$ cat config.mk
export PLATFORM = sky130hd
export DESIGN_NAME = leb128_stream_decoder_flat
export DESIGN_NICKNAME = d
export VERILOG_FILES = /design/src/rtl/leb128_pkg.sv /design/src/rtl/leb128_stream_decoder_if.sv /design/src/rtl/leb128_sext.sv /design/src/rtl/leb128_stream_decoder.sv /design/src/flat_wrapper.sv
export SDC_FILE = /design/constraint.sdc
export NUM_CORES = 1
export LEC_CHECK = 0
export CORE_MARGIN = 3
export CORE_UTILIZATION = 55
export CTS_CLUSTER_DIAMETER = 150
export DETAILED_ROUTE_END_ITERATION = 8
export PLACE_DENSITY = 0.9
export RECOVER_POWER = 50
export SLEW_MARGIN = 20
export SYNTH_ARGS = -nofsm -noshare
export SYNTH_HDL_FRONTEND = slang
export SYNTH_SLANG_ARGS = --single-unit
export TNS_END_PERCENT = 1
$ cat constraint.sdc
create_clock -name clk -period 9.75 [get_ports clk]
set_input_delay 0.975 -clock clk [delete_from_list [all_inputs] [get_ports clk]]
set_output_delay 0.975 -clock clk [all_outputs]
set_load 0.03 [all_outputs]
$ cat src/rtl/leb128_pkg.sv
// rtl/leb128_pkg.sv - shared state enum, length width and MAXB helper for the LEB128 decoder
package leb128_pkg;

   typedef enum logic [1:0] {
      ST_IDLE  = 2'd0,
      ST_ACC   = 2'd1,
      ST_DRAIN = 2'd2
   } state_e;

   localparam int LEN_W = 4;

   function automatic int maxb(input int w);
      return (w + 6) / 7;
   endfunction

endpackage

$ cat src/rtl/leb128_stream_decoder_if.sv
// rtl/leb128_stream_decoder_if.sv - encoded-byte input stream and decoded-value output stream
interface leb128_stream_decoder_if #(
   parameter int W = 32
) ();
   import leb128_pkg::*;

   logic             signed_mode;
   logic [7:0]       in_data;
   logic             in_valid;
   logic             in_ready;
   logic [W-1:0]     out_data;
   logic [LEN_W-1:0] out_len;
   logic             out_err;
   logic             out_valid;
   logic             out_ready;

   modport slave (
      input  signed_mode, in_data, in_valid, out_ready,
      output in_ready, out_data, out_len, out_err, out_valid
   );

   modport master (
      output signed_mode, in_data, in_valid, out_ready,
      input  in_ready, out_data, out_len, out_err, out_valid
   );

endinterface

$ cat src/rtl/leb128_sext.sv
// rtl/leb128_sext.sv - fills bits above 7*cnt with ones for a negative signed LEB128 value
module leb128_sext
   import leb128_pkg::*;
#(
   parameter int W = 32
) (
   input  logic [W-1:0]     acc_i,
   input  logic [LEN_W-1:0] cnt_i,
   input  logic             sign_i,
   input  logic             signed_i,
   output logic [W-1:0]     val_o
);

   logic [7:0] nbits;

   assign nbits = 8'(cnt_i) * 8'd7;

   always_comb begin
      val_o = acc_i;
      if (signed_i && sign_i && (int'(nbits) < W)) begin
         val_o = acc_i | ({W{1'b1}} << nbits);
      end
   end

endmodule

$ cat src/rtl/leb128_stream_decoder.sv
// rtl/leb128_stream_decoder.sv - byte-serial LEB128 decoder, one value out per terminator byte
// Optional strict unused-bit check on the final byte: LEB128_DEC_STRICT_EN
module leb128_stream_decoder
   import leb128_pkg::*;
#(
   parameter int W = 32
) (
   input  logic                     clk,
   input  logic                     rst,
   leb128_stream_decoder_if.slave   bus_io
);

   localparam int               MAXB   = maxb(W);
   localparam logic [LEN_W-1:0] MAXB_L = LEN_W'(MAXB);
   // Payload bits of the MAXB-th byte that still land inside W.
   localparam int               USED   = W - 7 * (MAXB - 1);

   state_e           state_q, state_d;
   logic [LEN_W-1:0] cnt_q, cnt_d, cnt_new;
   logic [W-1:0]     acc_q, acc_d, acc_new, sext_val, payload_w;
   logic             signed_q, signed_d, signed_eff;
   logic             out_valid_q, out_valid_d;
   logic [W-1:0]     out_data_q, out_data_d;
   logic [LEN_W-1:0] out_len_q, out_len_d;
   logic             out_err_q, out_err_d;
   logic             in_ready, accept, cont, strict_bad;
   logic [7:0]       shamt;

   assign in_ready   = !out_valid_q || bus_io.out_ready;
   assign accept     = bus_io.in_valid && in_ready;
   assign cont       = bus_io.in_data[7];
   assign signed_eff = (state_q == ST_IDLE) ? bus_io.signed_mode : signed_q;
   assign cnt_new    = cnt_q + LEN_W'(1);
   assign shamt      = 8'(cnt_q) * 8'd7;
   assign payload_w  = {{(W-7){1'b0}}, bus_io.in_data[6:0]};
   assign acc_new    = acc_q | (payload_w << shamt);

`ifdef LEB128_DEC_STRICT_EN
   localparam logic [6:0] UNUSED_MASK = 7'(7'h7F << USED);
   logic [6:0] fill;

   assign fill       = (signed_eff && bus_io.in_data[USED-1]) ? UNUSED_MASK : 7'h00;
   assign strict_bad = (cnt_new == MAXB_L) && ((bus_io.in_data[6:0] & UNUSED_MASK) != fill);
`else
   assign strict_bad = 1'b0;
`endif

   leb128_sext #(.W(W)) u_sext (
      .acc_i    (acc_new),
      .cnt_i    (cnt_new),
      .sign_i   (bus_io.in_data[6]),
      .signed_i (signed_eff),
      .val_o    (sext_val)
   );

   always_ff @(posedge clk or posedge rst) begin
      if (rst) begin
         state_q     <= ST_IDLE;
         cnt_q       <= '0;
         acc_q       <= '0;
         signed_q    <= 1'b0;
         out_valid_q <= 1'b0;
         out_data_q  <= '0;
         out_len_q   <= '0;
         out_err_q   <= 1'b0;
      end else begin
         state_q     <= state_d;
         cnt_q       <= cnt_d;
         acc_q       <= acc_d;
         signed_q    <= signed_d;
         out_valid_q <= out_valid_d;
         out_data_q  <= out_data_d;
         out_len_q   <= out_len_d;
         out_err_q   <= out_err_d;
      end
   end

   // cnt/acc are cleared on every terminator so IDLE always starts from zero.
   always_comb begin
      state_d     = state_q;
      cnt_d       = cnt_q;
      acc_d       = acc_q;
      signed_d    = signed_q;
      out_valid_d = out_valid_q && !bus_io.out_ready;
      out_data_d  = out_data_q;
      out_len_d   = out_len_q;
      out_err_d   = out_err_q;
      if (accept) begin
         case (state_q)
            ST_IDLE, ST_ACC: begin
               signed_d = signed_eff;
               if (cont) begin
                  cnt_d = cnt_new;
                  if (cnt_new == MAXB_L) begin
                     state_d = ST_DRAIN;
                     acc_d   = '0;
                  end else begin
                     state_d = ST_ACC;
                     acc_d   = acc_new;
                  end
               end else begin
                  state_d     = ST_IDLE;
                  cnt_d       = '0;
                  acc_d       = '0;
                  out_valid_d = 1'b1;
                  if (strict_bad) begin
                     out_err_d  = 1'b1;
                     out_data_d = '0;
                     out_len_d  = MAXB_L;
                  end else begin
                     out_err_d  = 1'b0;
                     out_data_d = sext_val;
                     out_len_d  = cnt_new;
                  end
               end
            end
            ST_DRAIN: begin
               if (!cont) begin
                  state_d     = ST_IDLE;
                  cnt_d       = '0;
                  out_valid_d = 1'b1;
                  out_err_d   = 1'b1;
                  out_data_d  = '0;
                  out_len_d   = MAXB_L;
               end
            end
            default: state_d = ST_IDLE;
         endcase
      end
   end

   assign bus_io.in_ready  = in_ready;
   assign bus_io.out_valid = out_valid_q;
   assign bus_io.out_data  = out_data_q;
   assign bus_io.out_len   = out_len_q;
   assign bus_io.out_err   = out_err_q;

endmodule

$ cat src/flat_wrapper.sv
// flat-port wrapper written by rule: the top's interface ports become plain ports
module leb128_stream_decoder_flat import leb128_pkg::*;
#(
   parameter int W = 32
)
  (clk, rst, bus_io_signed_mode, bus_io_in_data, bus_io_in_valid, bus_io_out_ready, bus_io_in_ready, bus_io_out_data, bus_io_out_len, bus_io_out_err, bus_io_out_valid);
  leb128_stream_decoder_if #(.W(W)) bus_io_i ();
  input  logic clk;
  input  logic rst;
  input wire logic [$bits(bus_io_i.signed_mode)-1:0] bus_io_signed_mode;
  input wire logic [$bits(bus_io_i.in_data)-1:0] bus_io_in_data;
  input wire logic [$bits(bus_io_i.in_valid)-1:0] bus_io_in_valid;
  input wire logic [$bits(bus_io_i.out_ready)-1:0] bus_io_out_ready;
  output wire logic [$bits(bus_io_i.in_ready)-1:0] bus_io_in_ready;
  output wire logic [$bits(bus_io_i.out_data)-1:0] bus_io_out_data;
  output wire logic [$bits(bus_io_i.out_len)-1:0] bus_io_out_len;
  output wire logic [$bits(bus_io_i.out_err)-1:0] bus_io_out_err;
  output wire logic [$bits(bus_io_i.out_valid)-1:0] bus_io_out_valid;
  assign bus_io_i.signed_mode = bus_io_signed_mode;
  assign bus_io_i.in_data = bus_io_in_data;
  assign bus_io_i.in_valid = bus_io_in_valid;
  assign bus_io_i.out_ready = bus_io_out_ready;
  assign bus_io_in_ready = bus_io_i.in_ready;
  assign bus_io_out_data = bus_io_i.out_data;
  assign bus_io_out_len = bus_io_i.out_len;
  assign bus_io_out_err = bus_io_i.out_err;
  assign bus_io_out_valid = bus_io_i.out_valid;
  leb128_stream_decoder #(.W(W)) u_core (.clk(clk), .rst(rst), .bus_io(bus_io_i));
endmodule
==> reports/metrics.csv <==
stage,metric,value,unit
status,failing checks,"max-capacitance violations, max-slew violations",
synthesis,post-synth cell types,60,
place,Post-DP HPWL,7.75,mm
clocking,CTS H-Tree Depth,3,
floorplan,Core Area,7020,um^2
job,Max Cap Violations,1,
clocking,CTS root buf,clkbuf_8,
clocking,clk slew on worst S/H paths,0.08,ns
setup_path,cells on worst reg2reg path,10,
synthesis,Syn Std Cell Area,4130,um^2
floorplan,die area,8580,um^2
power_and_ir_drop,pwr dens,317,nW/um^2
final_layout,Layout area overhead,18.5,%
synthesis,syn nets,467,
clocking,# Post-CTS Setup Buffers,0,
drt,Detailed Routing Iterations Pass 1,5,
power_and_ir_drop,cell-internal power,865,uW
synthesis,register area share after synthesis,0.467,
setup_path,slowest CP cell,clkbuf_1,
power_and_ir_drop,sequential share of power,0.313,
setup_path,nature of the critical path endpoint,asynchronous set/reset pin,
final_layout,"most common cell after layout, fill and taps aside",dfrtp_1,
floorplan,die width,92.6,um
drt,Avg WL per Cell,19.9,um
final_layout,register area,1930,um^2
global_route,first-pass GRT wire length,19.0,mm
setup_path,Critical R2R Launch,u_core.cnt_q[0],
drt,via count,3742,
final_layout,final net count,500,
sta,RSZ-0062 raised after global routing,no,
setup_path,critical-path cell list,dlygate4sd3_1 > clkinv_1 > clkbuf_1,
power_and_ir_drop,Clk pwr share,0.175,
sta,final slew viol count,78,
power_and_ir_drop,Sw Share,0.443,
synthesis,Compound-Gate Fraction of Synth Area,0.287,
drt,Residual DRC,0,
sta,final setup violation count,0,
setup_path,Crit Path Category,input port to asynchronous set/reset pin,
synthesis,number of synthesized flops with an enable pin,0,
sta,Final period util,0.505,
clocking,worst skew pair latency,0.35,ns
synthesis,Yosys Warn Count,0,
power_and_ir_drop,leak pwr,2.11,nW
setup_path,startpoint types,input port,
global_route,GRT overflow,0,
setup_path,Critical Path Max Stage Delay,2.83,ns
synthesis,ys async rst share,1.00,
status,status,finished with violations,
min_path,Hold Path Class,flip-flop to flip-flop,
clocking,clock buffer depth,2,
synthesis,Seq cells post-synth,77,
final_layout,fin util,0.697,
sta,Worst Tran Pin Value,4.06,ns
synthesis,post-synthesis adder-cell area fraction,0.0291,
place,Final GP Congestion,0.885,
min_path,Cells on Worst Hold Path,1,
setup_path,Critical Path RT,9.27,ns
drt,Post-Route WL,11.5,mm
synthesis,largest family of logic cells by synthesized area,compound AO/OA/AOI/OAI gates,
global_route,initial antenna violation count,0,
sta,Max-Slew Margin vs Limit,-1.71,
floorplan,initial core utilization,0.588,
synthesis,Gate Count Post-Synth,445,
floorplan,I/O pins,52,
sta,Final Skew,0.00734,ns
floorplan,Die Y,92.6,um
drt,antenna-violating nets left,0,
clocking,CTS tree,done,
sta,endpoints failing hold,0,
floorplan,Core Rows,30,
global_route,largest net degree at the start of global routing,78,
synthesis,XOR/XNOR Fraction of Synth Area,0.0148,
setup_path,flop-to-flop setup slack,5.36,ns
sta,final critical-path required period,4.92,ns
clocking,Clock Sink Count,77,
setup_path,FF-to-FF End,u_core.bus_io.out_data[22],
min_path,Hold EP,u_core.acc_q[23],
synthesis,post-synthesis mux area share,0.00273,
place,Port Buf Inserts,51,
final_layout,fill count,542,
final_layout,share of layout cells above drive strength 1,0.0704,
power_and_ir_drop,Psw,688,uW
synthesis,synthesized area per cell,9.28,um^2
drt,vias per cell,6.46,
final_layout,"commonest non-fill, non-tap cells in the layout","dfrtp_1, a21oi_1, nor2_1",
min_path,hold_sp,u_core.acc_q[23],
clocking,Num CTS Buffers,9,
global_route,number of global-route vias before repair,3702,
power_and_ir_drop,VDD IR-drop max,0.180,mV
global_route,total track usage,0.285,
final_layout,Antenna Cells,0,
setup_path,arrival time of the worst setup path,4.45,ns
sta,post-route setup TNS,0,ns
drt,Iter 0 DRT Violations,335,
synthesis,simple-gate share of the synthesized area,0.151,
synthesis,dominant synthesized flop cell,dfrtp_1,
sta,fmax,0.203,GHz
setup_path,Worst Path Max Fanout,77,
final_layout,area of the multi-input gates,2030,um^2
clocking,post_cts resized,0,
clocking,hold buffers post-CTS,0,
power_and_ir_drop,Comb pwr share,0.512,
==> flip-flops by register name (all words and copies together) (netlist names) <==
name	flops
u_core.state_q	2
u_core.bus_io.out_err	1
u_core.acc_q	32
u_core.bus_io.out_data	32
u_core.bus_io.out_len	4
u_core.cnt_q	4
u_core.bus_io.out_valid	1
u_core.signed_q	1
==> power by group through the flow <==
stage	Sequential, mW	Combinational, mW	Clock, mW
after global routing	0.500	0.855	0.290
after global placement	0.484	0.773	0
after detailed placement	0.491	0.789	0
after CTS	0.486	0.795	0.273
final	0.486	0.794	0.272
after floorplan	0.589	0.415	0
==> through the flow <==
stage | total power, mW | worst slack (ns) | instances | hold WS [ns] | instance area, um^2
global placement | 1.26 | 5.62 | 563 | 0.467 | 4660
global route | 1.64 | 4.05 | 579 | 0.508 | 4890
floorplan | 1.00 | 6.08 | 445 | 0.451 | 4130
CTS | 1.55 | 5.39 | 579 | 0.492 | 4900
detailed placement | 1.28 | 5.42 | 563 | 0.474 | 4680
finish | 1.55 | 4.83 | 579 | 0.495 | 4890
==> final cells by class <==
type                       instances  share of cell area
tap                               96              0.0246
sequential                        77               0.394
inverter                          10             0.00767
clock buffer                      10              0.0281
multi-input combinational        322               0.415
clock inverter                     6              0.0176
timing repair buffer              58               0.114
==> synthesized netlist by cell type, drive strengths merged (2+ instances only) <==
cell type | n | area, um^2
dfrtp | 77 | 1930
a21oi | 58 | 290
nor2 | 49 | 184
nand2 | 40 | 150
o21a | 26 | 195
o21ai | 23 | 115
clkbuf | 21 | 78.8
buf | 15 | 83.8
a21o | 12 | 90.1
a22o | 12 | 105
inv | 9 | 33.8
ha | 8 | 100
a221oi | 7 | 61.3
a31oi | 7 | 43.8
o211ai | 7 | 57.6
xnor2 | 7 | 61.3
nand3 | 6 | 30.0
o31ai | 5 | 37.5
a21boi | 3 | 22.5
a221o | 3 | 30.0
and2 | 3 | 21.3
and4b | 3 | 30.0
nor2b | 3 | 18.8
nor3 | 3 | 15.0
nor4 | 3 | 25.0
nor4b | 3 | 26.3
o2bb2ai | 3 | 26.3
and3 | 2 | 12.5
nand2b | 2 | 12.5
nand4 | 2 | 27.5
nor3b | 2 | 15.0
o22ai | 2 | 12.5
or4 | 2 | 15.0
==> layer usage <==
layer,wire [um],track usage
met1,4620,0.370
met2,5480,0.468
met3,990,0.0569
met4,405,0.120
met5,0,0
==> cell families after synthesis <==
family          Yosys count
flops                    77
xor+xnor                  7
fa+ha+maj                 9
buf+inv                  46
mux                       1
simple gates            128
compound gates          177
==> worst max-delay path: cells and delay by family <==
| family | cells | cell delay, ns |
|---|---|---|
| buf+inv | 3 | 3.40 |
==> worst max path at each step <==
stage | slack (ns) | depth (start not counted) | end | startpoint
after floorplan | 6.08 | 13 | u_core.bus_io.out_data[17] | u_core.cnt_q[0]
after global placement | 5.62 | 10 | u_core.bus_io.out_data[30] | u_core.cnt_q[0]
after detailed placement | 5.42 | 10 | u_core.bus_io.out_data[22] | u_core.cnt_q[0]
after CTS | 5.39 | 10 | u_core.bus_io.out_data[22] | u_core.cnt_q[0]
after global routing | 4.05 | 3 | u_core.cnt_q[1] | rst
final | 4.83 | 3 | u_core.cnt_q[1] | rst
(Power assumes the default switching activity.)
